<file path="config.mk">
export PLATFORM = sky130hd
export DESIGN_NAME = processador_multiciclo_n
export DESIGN_NICKNAME = d
export VERILOG_FILES = /design/src/rtl/processador_multiciclo_n.sv
export SDC_FILE = /design/constraint.sdc
export NUM_CORES = 1
export LEC_CHECK = 0
export ABC_AREA = 1
export BUFFER_PORTS_ARGS = -buffer_cell sky130_fd_sc_hd__buf_2
export CORE_AREA = 2 2 183 185
export CTS_CLUSTER_DIAMETER = 80
export DETAILED_ROUTE_END_ITERATION = 8
export DIE_AREA = 0 0 185 187
export GPL_TIMING_DRIVEN = 0
export PLACE_DENSITY_LB_ADDON = 0.12
export SKIP_CTS_REPAIR_TIMING = 1
export SYNTH_ARGS = -nofsm -noshare
export SYNTH_HDL_FRONTEND = slang
export SYNTH_SLANG_ARGS = --single-unit
</file>
<file path="constraint.sdc">
create_clock -name Clock -period 2.8 [get_ports Clock]
set_input_delay 0.56 -clock Clock [delete_from_list [all_inputs] [get_ports Clock]]
set_output_delay 0.56 -clock Clock [all_outputs]
set_load 0.02 [all_outputs]
</file>
<file path="src/rtl/processador_multiciclo_n.sv">
`default_nettype none
// ============================================================================
// Module   : processador_multiciclo_n
// Purpose  : Parametrised multicycle processor core. NREG general registers of
//            DATA_W bits, accumulator A, result register G, a four-step Moore
//            controller (T0..T3) and one shared bus. Supports mv, mvi, add,
//            sub, and, signed slt, conditional move (mvnz) and nop.
// Params   : DATA_W - register/bus/DIN width (>= IR_W)
//            NREG   - number of general registers (power of two, 2..16)
// Ports    : Clock    in   rising-edge clock
//            Resetn   in   asynchronous active-low reset
//            Run      in   start request, sampled only in T0
//            DIN      in   instruction (T0) / immediate (T1 of mvi)
//            Done     out  high during the final step of an instruction
//            BusWires out  current bus value
//            Tstep    out  current step, 0=T0 .. 3=T3
//            Rx_data  out  register addressed by IR Rx field (debug)
//            Ry_data  out  register addressed by IR Ry field (debug)
// Config   : PROC_DEBUG_PORTS_EN - when defined, Rx_data/Ry_data show the
//            addressed registers; otherwise both are tied to zero.
// Revision : 1.0 - initial release
// ============================================================================
module processador_multiciclo_n #(
  parameter int DATA_W = 16,
  parameter int NREG   = 8
) (
  input  logic              Clock,
  input  logic              Resetn,
  input  logic              Run,
  input  logic [DATA_W-1:0] DIN,
  output logic              Done,
  output logic [DATA_W-1:0] BusWires,
  output logic [1:0]        Tstep,
  output logic [DATA_W-1:0] Rx_data,
  output logic [DATA_W-1:0] Ry_data
);

  localparam int RW   = $clog2(NREG);
  localparam int IR_W = 3 + 2 * RW;

  localparam logic [2:0] c_OP_MV   = 3'b000;
  localparam logic [2:0] c_OP_MVI  = 3'b001;
  localparam logic [2:0] c_OP_ADD  = 3'b010;
  localparam logic [2:0] c_OP_SUB  = 3'b011;
  localparam logic [2:0] c_OP_AND  = 3'b100;
  localparam logic [2:0] c_OP_SLT  = 3'b101;
  localparam logic [2:0] c_OP_MVNZ = 3'b110;

  typedef enum logic [1:0] {
    T0 = 2'd0,
    T1 = 2'd1,
    T2 = 2'd2,
    T3 = 2'd3
  } tstep_e;

  tstep_e            state_q, state_d;
  logic [IR_W-1:0]   ir_q;
  logic [DATA_W-1:0] a_q;
  logic [DATA_W-1:0] g_q;
  logic [DATA_W-1:0] regs_q [NREG];

  logic [2:0]        w_op;
  logic [RW-1:0]     w_rx;
  logic [RW-1:0]     w_ry;
  logic              w_ir_we;
  logic              w_rx_we;
  logic              w_a_we;
  logic              w_g_we;
  logic [DATA_W-1:0] w_alu;

  assign w_op = ir_q[IR_W-1 -: 3];
  assign w_rx = ir_q[2*RW-1 -: RW];
  assign w_ry = ir_q[RW-1:0];

  assign Tstep = state_q;

  // --------------------------------------------------------------------------
  // Step register
  // --------------------------------------------------------------------------
  always_ff @(posedge Clock or negedge Resetn) begin
    if (!Resetn) begin
      state_q <= T0;
    end else begin
      state_q <= state_d;
    end
  end

  // --------------------------------------------------------------------------
  // Controller: next step, bus source, write enables and Done. Everything is
  // decoded from the current step and IR; the only data-dependent decision
  // is mvnz, which looks at G to decide whether the move happens.
  // --------------------------------------------------------------------------
  always_comb begin
    state_d  = state_q;
    Done     = 1'b0;
    BusWires = '0;
    w_ir_we  = 1'b0;
    w_rx_we  = 1'b0;
    w_a_we   = 1'b0;
    w_g_we   = 1'b0;

    case (state_q)
      T0: begin
        if (Run) begin
          w_ir_we = 1'b1;
          state_d = T1;
        end
      end

      T1: begin
        case (w_op)
          c_OP_MV: begin
            BusWires = regs_q[w_ry];
            w_rx_we  = 1'b1;
            Done     = 1'b1;
            state_d  = T0;
          end
          c_OP_MVI: begin
            BusWires = DIN;
            w_rx_we  = 1'b1;
            Done     = 1'b1;
            state_d  = T0;
          end
          c_OP_ADD, c_OP_SUB, c_OP_AND, c_OP_SLT: begin
            BusWires = regs_q[w_rx];
            w_a_we   = 1'b1;
            state_d  = T2;
          end
          c_OP_MVNZ: begin
            if (g_q != '0) begin
              BusWires = regs_q[w_ry];
              w_rx_we  = 1'b1;
            end
            Done    = 1'b1;
            state_d = T0;
          end
          default: begin
            // nop: finishes with nothing on the bus
            Done    = 1'b1;
            state_d = T0;
          end
        endcase
      end

      T2: begin
        BusWires = regs_q[w_ry];
        w_g_we   = 1'b1;
        state_d  = T3;
      end

      T3: begin
        BusWires = g_q;
        w_rx_we  = 1'b1;
        Done     = 1'b1;
        state_d  = T0;
      end

      default: begin
        state_d = T0;
      end
    endcase
  end

  // --------------------------------------------------------------------------
  // ALU: A is the first operand, the bus (Ry in T2) is the second
  // --------------------------------------------------------------------------
  always_comb begin
    w_alu = '0;
    case (w_op)
      c_OP_ADD: w_alu = a_q + BusWires;
      c_OP_SUB: w_alu = a_q - BusWires;
      c_OP_AND: w_alu = a_q & BusWires;
      c_OP_SLT: w_alu = {{(DATA_W-1){1'b0}}, ($signed(a_q) < $signed(BusWires))};
      default:  w_alu = '0;
    endcase
  end

  // --------------------------------------------------------------------------
  // Datapath registers
  // --------------------------------------------------------------------------
  always_ff @(posedge Clock or negedge Resetn) begin
    if (!Resetn) begin
      ir_q <= '0;
      a_q  <= '0;
      g_q  <= '0;
    end else begin
      if (w_ir_we) begin
        ir_q <= DIN[IR_W-1:0];
      end
      if (w_a_we) begin
        a_q <= BusWires;
      end
      if (w_g_we) begin
        g_q <= w_alu;
      end
    end
  end

  always_ff @(posedge Clock or negedge Resetn) begin
    if (!Resetn) begin
      for (int i = 0; i < NREG; i++) begin
        regs_q[i] <= '0;
      end
    end else if (w_rx_we) begin
      regs_q[w_rx] <= BusWires;
    end
  end

  // --------------------------------------------------------------------------
  // Debug read ports
  // --------------------------------------------------------------------------
`ifdef PROC_DEBUG_PORTS_EN
  assign Rx_data = regs_q[w_rx];
  assign Ry_data = regs_q[w_ry];
`else
  assign Rx_data = '0;
  assign Ry_data = '0;
`endif

endmodule
`default_nettype wire
</file>
; ---- Word level (Yosys, flattened, before mapping)
; Index checks and enable logic that the tools add are counted.
[classes]
muxes = 26
bitwise_logic = 3
magnitude_cmp = 4
addsub = 2
n_reduce_logical = 6
eq_ne = 10
[ops]
columns = cell, count
row1 = 128-bit bitwise mux, 1
row2 = 16-bit one-hot mux with 4 select lines, 2
row3 = 16-bit binary-select mux with 3-bit select, 2
row4 = 16-bit two-way mux, 6
row5 = 16-bit demux with 3-bit select, 1
row6 = 16-bit one-hot mux with 3 select lines, 1
row7 = 16-bit adder, 1
row8 = 16-bit bitwise AND, 1
row9 = 16-bit < comparator, 1
row10 = 16-bit nonzero test, 1
row11 = 16-bit subtractor, 1
row12 = 3-bit == test (second input constant), 3
row13 = 4-bit greater-or-equal comparator (second input constant), 2
row14 = 3-bit NOT with 4-bit output, 2
row15 = 2-bit one-hot mux with 4 select lines, 1
row16 = 1-bit two-way mux, 7
row17 = 3-bit by 2-bit == test with 1-bit output (second input constant), 2
row18 = 1-bit one-hot mux with 2 select lines, 3
row19 = 2-bit == test (second input constant), 2
row20 = 4-bit by 1-bit < comparator with 1-bit output (second input constant), 1
row21 = 2-bit two-way mux, 2
row22 = 4-bit OR reduction, 1
row23 = 3-bit by 1-bit == test with 1-bit output (second input constant), 1
row24 = 3-bit logical NOT, 1
row25 = other kinds (5), 5
[word_totals]
input_bits = 19
regBits = 171
elab_cells = 63
output_inout_bits = 51

; ---- Depth between registers and ports, before layout
[depth]
word_depth = 9
ltp_mapped = 28
mapped_depth_nobuf = 24

; ---- Worst setup path before layout
; OpenSTA, ideal clock, no wires.
[synth_path]
kind = flip-flop to flip-flop
start = register ir_q[4]
end = register g_q[12]
n_path_buf = 2
synth_period_minus_slack_ns = 2.967
t_arrival_ns = 2.850
path_stages_with_launch = 25
t_required_ns = 2.683
slack_ns = -0.167
setup_time_ns = 0.117
path_cell_list = dfrtp_1 buf_4 buf_2 nor3_1 nand2_1 nand2_1 nor2_1 nand3_1 nand3_1 nand2_1 nand2_2 ha_1 fa_1 inv_1 nand3_1 nand2_1 nand2_1 nand2_1 nand2_1 nand2_1 nand2_1 nand3_1 nand3_1 nand2_1 nand2_1
[synth_between]
elab_chain_len = 8
elab_cells_between_ends = 10
classes_between = 2 x add/sub / 6 x mux / 2 x bitwise
[synth_rtl]
columns = element, line_no
row1 = start: declaration, 57  ; logic [IR_W-1:0] ir_q;
row2 = start signal: assignment, 188  ; ir_q <= DIN[IR_W-1:0];
row3 = 3-bit NOT with 4-bit output (implied by the code) (*), 125  ; BusWires = regs_q[w_rx];
row4 = 16-bit binary-select mux with 3-bit select (*), 125
row5 = 16-bit two-way mux (implied by the code) (*) (2 in series), 125
row6 = 16-bit one-hot mux with 4 select lines (*), 111  ; case (w_op)
row7 = 16-bit one-hot mux with 3 select lines (*), 102  ; case (state_q)
row8 = named net BusWires[0], 32  ; output logic [DATA_W-1:0] BusWires,
row9 = 16-bit subtractor / 16-bit adder (equally long branches), "171, 170"
row10 = 16-bit one-hot mux with 4 select lines (*), 169  ; case (w_op)
row11 = end signal: assignment, 194  ; g_q <= w_alu;
row12 = end: declaration, 59  ; logic [DATA_W-1:0] g_q;
; The timed path passes the listed nets; every way through them passes the cells marked *. The select of a mux whose other input is x is not followed.
; A chain may end at the register's enable or synchronous reset.

; ---- Final worst setup path
[layout_path]
start = register state_q[0] (netlist: Tstep[0])
end = register g_q[11]
[layout_between]
elab_chain_len = 4
elab_cells_between_ends = 9
classes_between = 2 x add/sub / 3 x eq/ne / 3 x mux / 1 x bitwise
[layout_rtl]
columns = element, line_no
row1 = start: declaration, 56  ; tstep_e state_q, state_d;
row2 = start signal: assignment, 84  ; state_q <= state_d;
row3 = 2-bit == test / 2-bit by 1-bit == test with 1-bit output (equally long branches), 102
row4 = 16-bit one-hot mux with 3 select lines, 102
row5 = "16-bit subtractor, or another cell as far along", 171  ; c_OP_SUB: w_alu = a_q - BusWires;
row6 = 16-bit one-hot mux with 4 select lines, 169
; Parallel ways exist; a longest one is shown, timed or not.

==> qor.tcl <==
set qor(run_status) {complete, but fails checks}
set qor(violations_in_the_final_reports) {negative setup slack}
set qor(wirelength_mm) 47.36
set qor(die_height_um) 187
set qor(globalplace.congestion) 0.9522
set qor(post_synth_and_or_nand_nor_area_fraction_pct) 37.24
set qor(grt_first_pass_wirelength_mm) 69.14
set qor(num_rows) 67
set qor(maximum_number_of_pins_on_one_net_before_global_route_repair) 98
set qor(drc_errors) 0
set qor(synthMostInstantiatedCell) {sky130_fd_sc_hd__nand2_1}
set qor(path_common_cell) {sky130_fd_sc_hd__nand2_1}
set qor(route.vias.total) 12563
set qor(number_of_global_route_vias_before_repair) 11467
set qor(detailedRoute.firstIterationViolations) 1058
set qor(drt_pass1_iterations) 5
set qor(dp.final_hpwl_mm) 35.33
set qor(rsz_0062_raised_after_global_routing) {yes}
set qor(post-synth-top-area-cell) {sky130_fd_sc_hd__dfrtp_1}
set qor(setup.worst_path.end_class) {flip-flop}
set qor(tritoncts_num_sinks) 171
set qor(setup_ws_ns) -0.3095
set qor(dieArea_mm2) 0.03460
set qor(async_reset_ff_share_pct) 100.0
set qor(synth-main-ff-cell) {sky130_fd_sc_hd__dfrtp_1}
set qor(maxClockFrequency_ghz) 0.3216
set qor(synth_top_cells_by_area) {sky130_fd_sc_hd__dfrtp_1 (35%), sky130_fd_sc_hd__nand2_1 (22%), sky130_fd_sc_hd__nand3_1 (6.3%), sky130_fd_sc_hd__o21ai_0 (4.8%), sky130_fd_sc_hd__inv_1 (4.8%)}
set qor(critical_path_depth) 21
set qor(post_synthesis_register_bit_count) 171
set qor(area.growth.synth_to_final_pct) 28.34
set qor(slew_viol_final) 0
set qor(post_route_cells_drive_above_1_share_pct) 24.47
set qor(slack_of_the_worst_reg_to_reg_path_ns) -0.31
set qor(critPathSlowestCell) {sky130_fd_sc_hd__dfrtp_2}
set qor(pin_count) 70
set qor(r2r-end) {g_q[11]$_DFFE_PN0P_}
set qor(antenna_found_initial) 0
set qor(critical_path_arrival_ns) 3.45
set qor(clockRootBuffer) {sky130_fd_sc_hd__clkbuf_16}
set qor(synth_xor_xnor_area_share_pct) 0.07183
set qor(timing_worst_slew_pin_value_ns) 0.8789
set qor(post-route-min-period_ns) 3.109
set qor(tritoncts_clock_tree) {done}
set qor(max_cap_violations) 0
set qor(gr-usage-all-layers_pct) 26.63
set qor(path_max_fanout) 10
set qor(reg_to_reg_critical_path_startpoint) {Tstep[0]$_DFFE_PN0P_}
set qor(skew_ns) 0.01215
set qor(final.setup.tns_ns) -4.417
set qor(synth_top_family_by_area) {simple AND/OR/NAND/NOR gates}
set qor(via_per_inst) 5.076
set qor(critical_path_buf_inv_count) 4
set qor(worst-endpoint-required_ns) 3.14
set qor(netlist-cell-type-count) 45
set qor(ys_top_cells_by_count) {sky130_fd_sc_hd__nand2_1 (728), sky130_fd_sc_hd__dfrtp_1 (171), sky130_fd_sc_hd__inv_1 (157)}
set qor(core_region_area_mm2) 0.03286
set qor(timing.max_slew.rel_slack_pct) 41.08
set qor(synth-edff-count) 0
set qor(number_of_warning_messages_in_the_yosys_log) 0
set qor(timing.critical_path.max_delay_family) {simple AND/OR/NAND/NOR gates}
set qor(final.hold.worst_slack_ns) 0.05855
set qor(number_of_hold_violations_in_the_final_report) 0
set qor(detail_route.wl_per_cell_um) 19.13
set qor(critical_path_class) {flip-flop to flip-flop}
set qor(synth_area_per_cell_um2) 6.587
set qor(count_of_inserted_antenna_diode_cells) 0
set qor(grt_remaining_overflow) 0
set qor(cts_inserted_buffers) 17
set qor(synthCells) 1851
set qor(clkSlewWorstSetupHoldPaths_ns) 0.07
set qor(area_taken_by_multi_input_logic_gates_mm2) 0.007382
set qor(share_of_synthesized_area_occupied_by_flip_flops_and_latches_pct) 35.09
set qor(floorplan.initialDensity_pct) 37.10
set qor(number_of_filler_cells_placed_in_the_layout) 3401
set qor(synth-compound-area-share_pct) 11.36
set qor(cp_cell_sequence) {nand2_1 > inv_1 > buf_2 > a32oi_1 > nand2_1 > inv_2 > o21ai_4 > nand2_4 > ha_4 > inv_4 > nand2_1 > nor2_1 > nand3_1 > nand2_2 > nand2_1 > nand2_1 > nand2_1 > nand3_1 > nand3_1 > nand2_1 > nand2_1}
set qor(final_core_utilization_pct) 47.62
set qor(synth_adder_area_share_pct) 3.817
set qor(synth.mux.area_fraction_pct) 0.3284
set qor(setup_viol) 29
set qor(htreeDepth) 4
set qor(synth_area_mm2) 0.01219
set qor(holdCritPathClass) {input port to asynchronous set/reset pin}
set qor(drt.antenna.violating_nets) 0
set qor(port_buffers) 37
set qor(worstSkewPairLatency_ns) 0.45
set qor(timing.critical_path.to) {g_q[11]$_DFFE_PN0P_}
set qor(die_width_um) 185
set qor(sequential_cell_area_mm2) 0.004287
set qor(nets) 2069
set qor(max-clock-path-buffers) 2
set qor(worst_setup_path_startpoint) {Tstep[0]$_DFFE_PN0P_}
set qor(critPathLaunchType) {flip-flop}
set qor(synth_top_area_share_pct) 35.09
set qor(worstRegToRegCells) 21
set qor(timing.final.crit_share_pct) 111.1
set qor(critPathMaxStageDelay_ns) 0.49
## cell usage in the layout (no fill, tap or decap), types with 15 or more instances in the layout
cell type | netlist | routed
sky130_fd_sc_hd__inv_1 | 157 | 138
sky130_fd_sc_hd__buf_2 | 21 | 29
sky130_fd_sc_hd__nand2_1 | 728 | 678
sky130_fd_sc_hd__buf_4 | 55 | 119
sky130_fd_sc_hd__nor2_4 | 9 | 16
sky130_fd_sc_hd__nand2_2 | 11 | 48
sky130_fd_sc_hd__o21ai_0 | 118 | 68
sky130_fd_sc_hd__dfrtp_1 | 171 | 165
sky130_fd_sc_hd__clkbuf_16 | 0 | 20
sky130_fd_sc_hd__o21ai_1 | 14 | 54
sky130_fd_sc_hd__nand3_2 | 8 | 23
sky130_fd_sc_hd__buf_6 | 13 | 32
sky130_fd_sc_hd__a21oi_2 | 0 | 15
sky130_fd_sc_hd__a21oi_1 | 60 | 45
sky130_fd_sc_hd__o211ai_1 | 17 | 17
sky130_fd_sc_hd__inv_2 | 25 | 33
sky130_fd_sc_hd__nor2_1 | 151 | 132
sky130_fd_sc_hd__ha_1 | 34 | 18
sky130_fd_sc_hd__buf_8 | 0 | 17
sky130_fd_sc_hd__conb_1 | 1 | 32
sky130_fd_sc_hd__nand2_4 | 4 | 16
sky130_fd_sc_hd__nand3_1 | 154 | 130
## layer usage
metal / vias up / global-route usage (%) / wire (um)
met4: 0 / 7.937 / 1194
met3: 67 / 3.018 / 2362
li1: 6121 / - / -
met2: 419 / 44.76 / 22580
met5: - / 0 / 0
met1: 5956 / 35.94 / 21220
## kinds of logic after synthesis
logic type               after synthesis
flip-flops                           171
buffers and inverters                303
multiplexers                           4
AND/OR/NAND/NOR                     1091
other                                  1
adder cells (fa/ha/maj)               36
AO/OA/AOI/OAI                        244
XOR/XNOR                               1
## sequential cells by signal (all words and copies together) (netlist names), named ones only
signal / flops
Tstep: 1
regs_q: 128
ir_q: 9
a_q: 16
g_q: 16
## worst min-delay path by stage
stage | from | end | slack [ns] | depth (start not counted)
5_1_grt | Resetn | regs_q[78]$_DFFE_PN0P_ | 0.11 | 1
6_report | Resetn | regs_q[75]$_DFFE_PN0P_ | 0.06 | 1
4_1_cts | Resetn | regs_q[68]$_DFFE_PN0P_ | 0.1 | 1
3_3_place_gp | regs_q[37]$_DFFE_PN0P_ | regs_q[37]$_DFFE_PN0P_ | 0.46 | 2
3_5_place_dp | regs_q[6]$_DFFE_PN0P_ | regs_q[6]$_DFFE_PN0P_ | 0.47 | 2
2_1_floorplan | Resetn | Tstep[0]$_DFFE_PN0P_ | 0.26 | 0
## through the flow
stage               worst slack, ns  cell area [um^2]  instances
floorplan                 0.0005691             12350       1882
detailed placement           -1.115             13140       2368
global placement             -1.753             13100       2367
global route                -0.4614             15650       2475
CTS                          -1.126             13740       2400
finish                      -0.3095             15650       2475
## layout make-up
cell class | count | share of cell area [%]
timing repair buffer | 121 | 6.788
tap | 448 | 3.582
multi-input combinational | 1408 | 47.17
sequential | 171 | 27.39
inverter | 183 | 4.677
clock buffer | 17 | 2.718
clock inverter | 15 | 1.167
buffer | 112 | 6.500
Power is left out: the tool's default activity adds up to more than one toggle a clock period on the data nets, which glitch-free logic cannot reach.
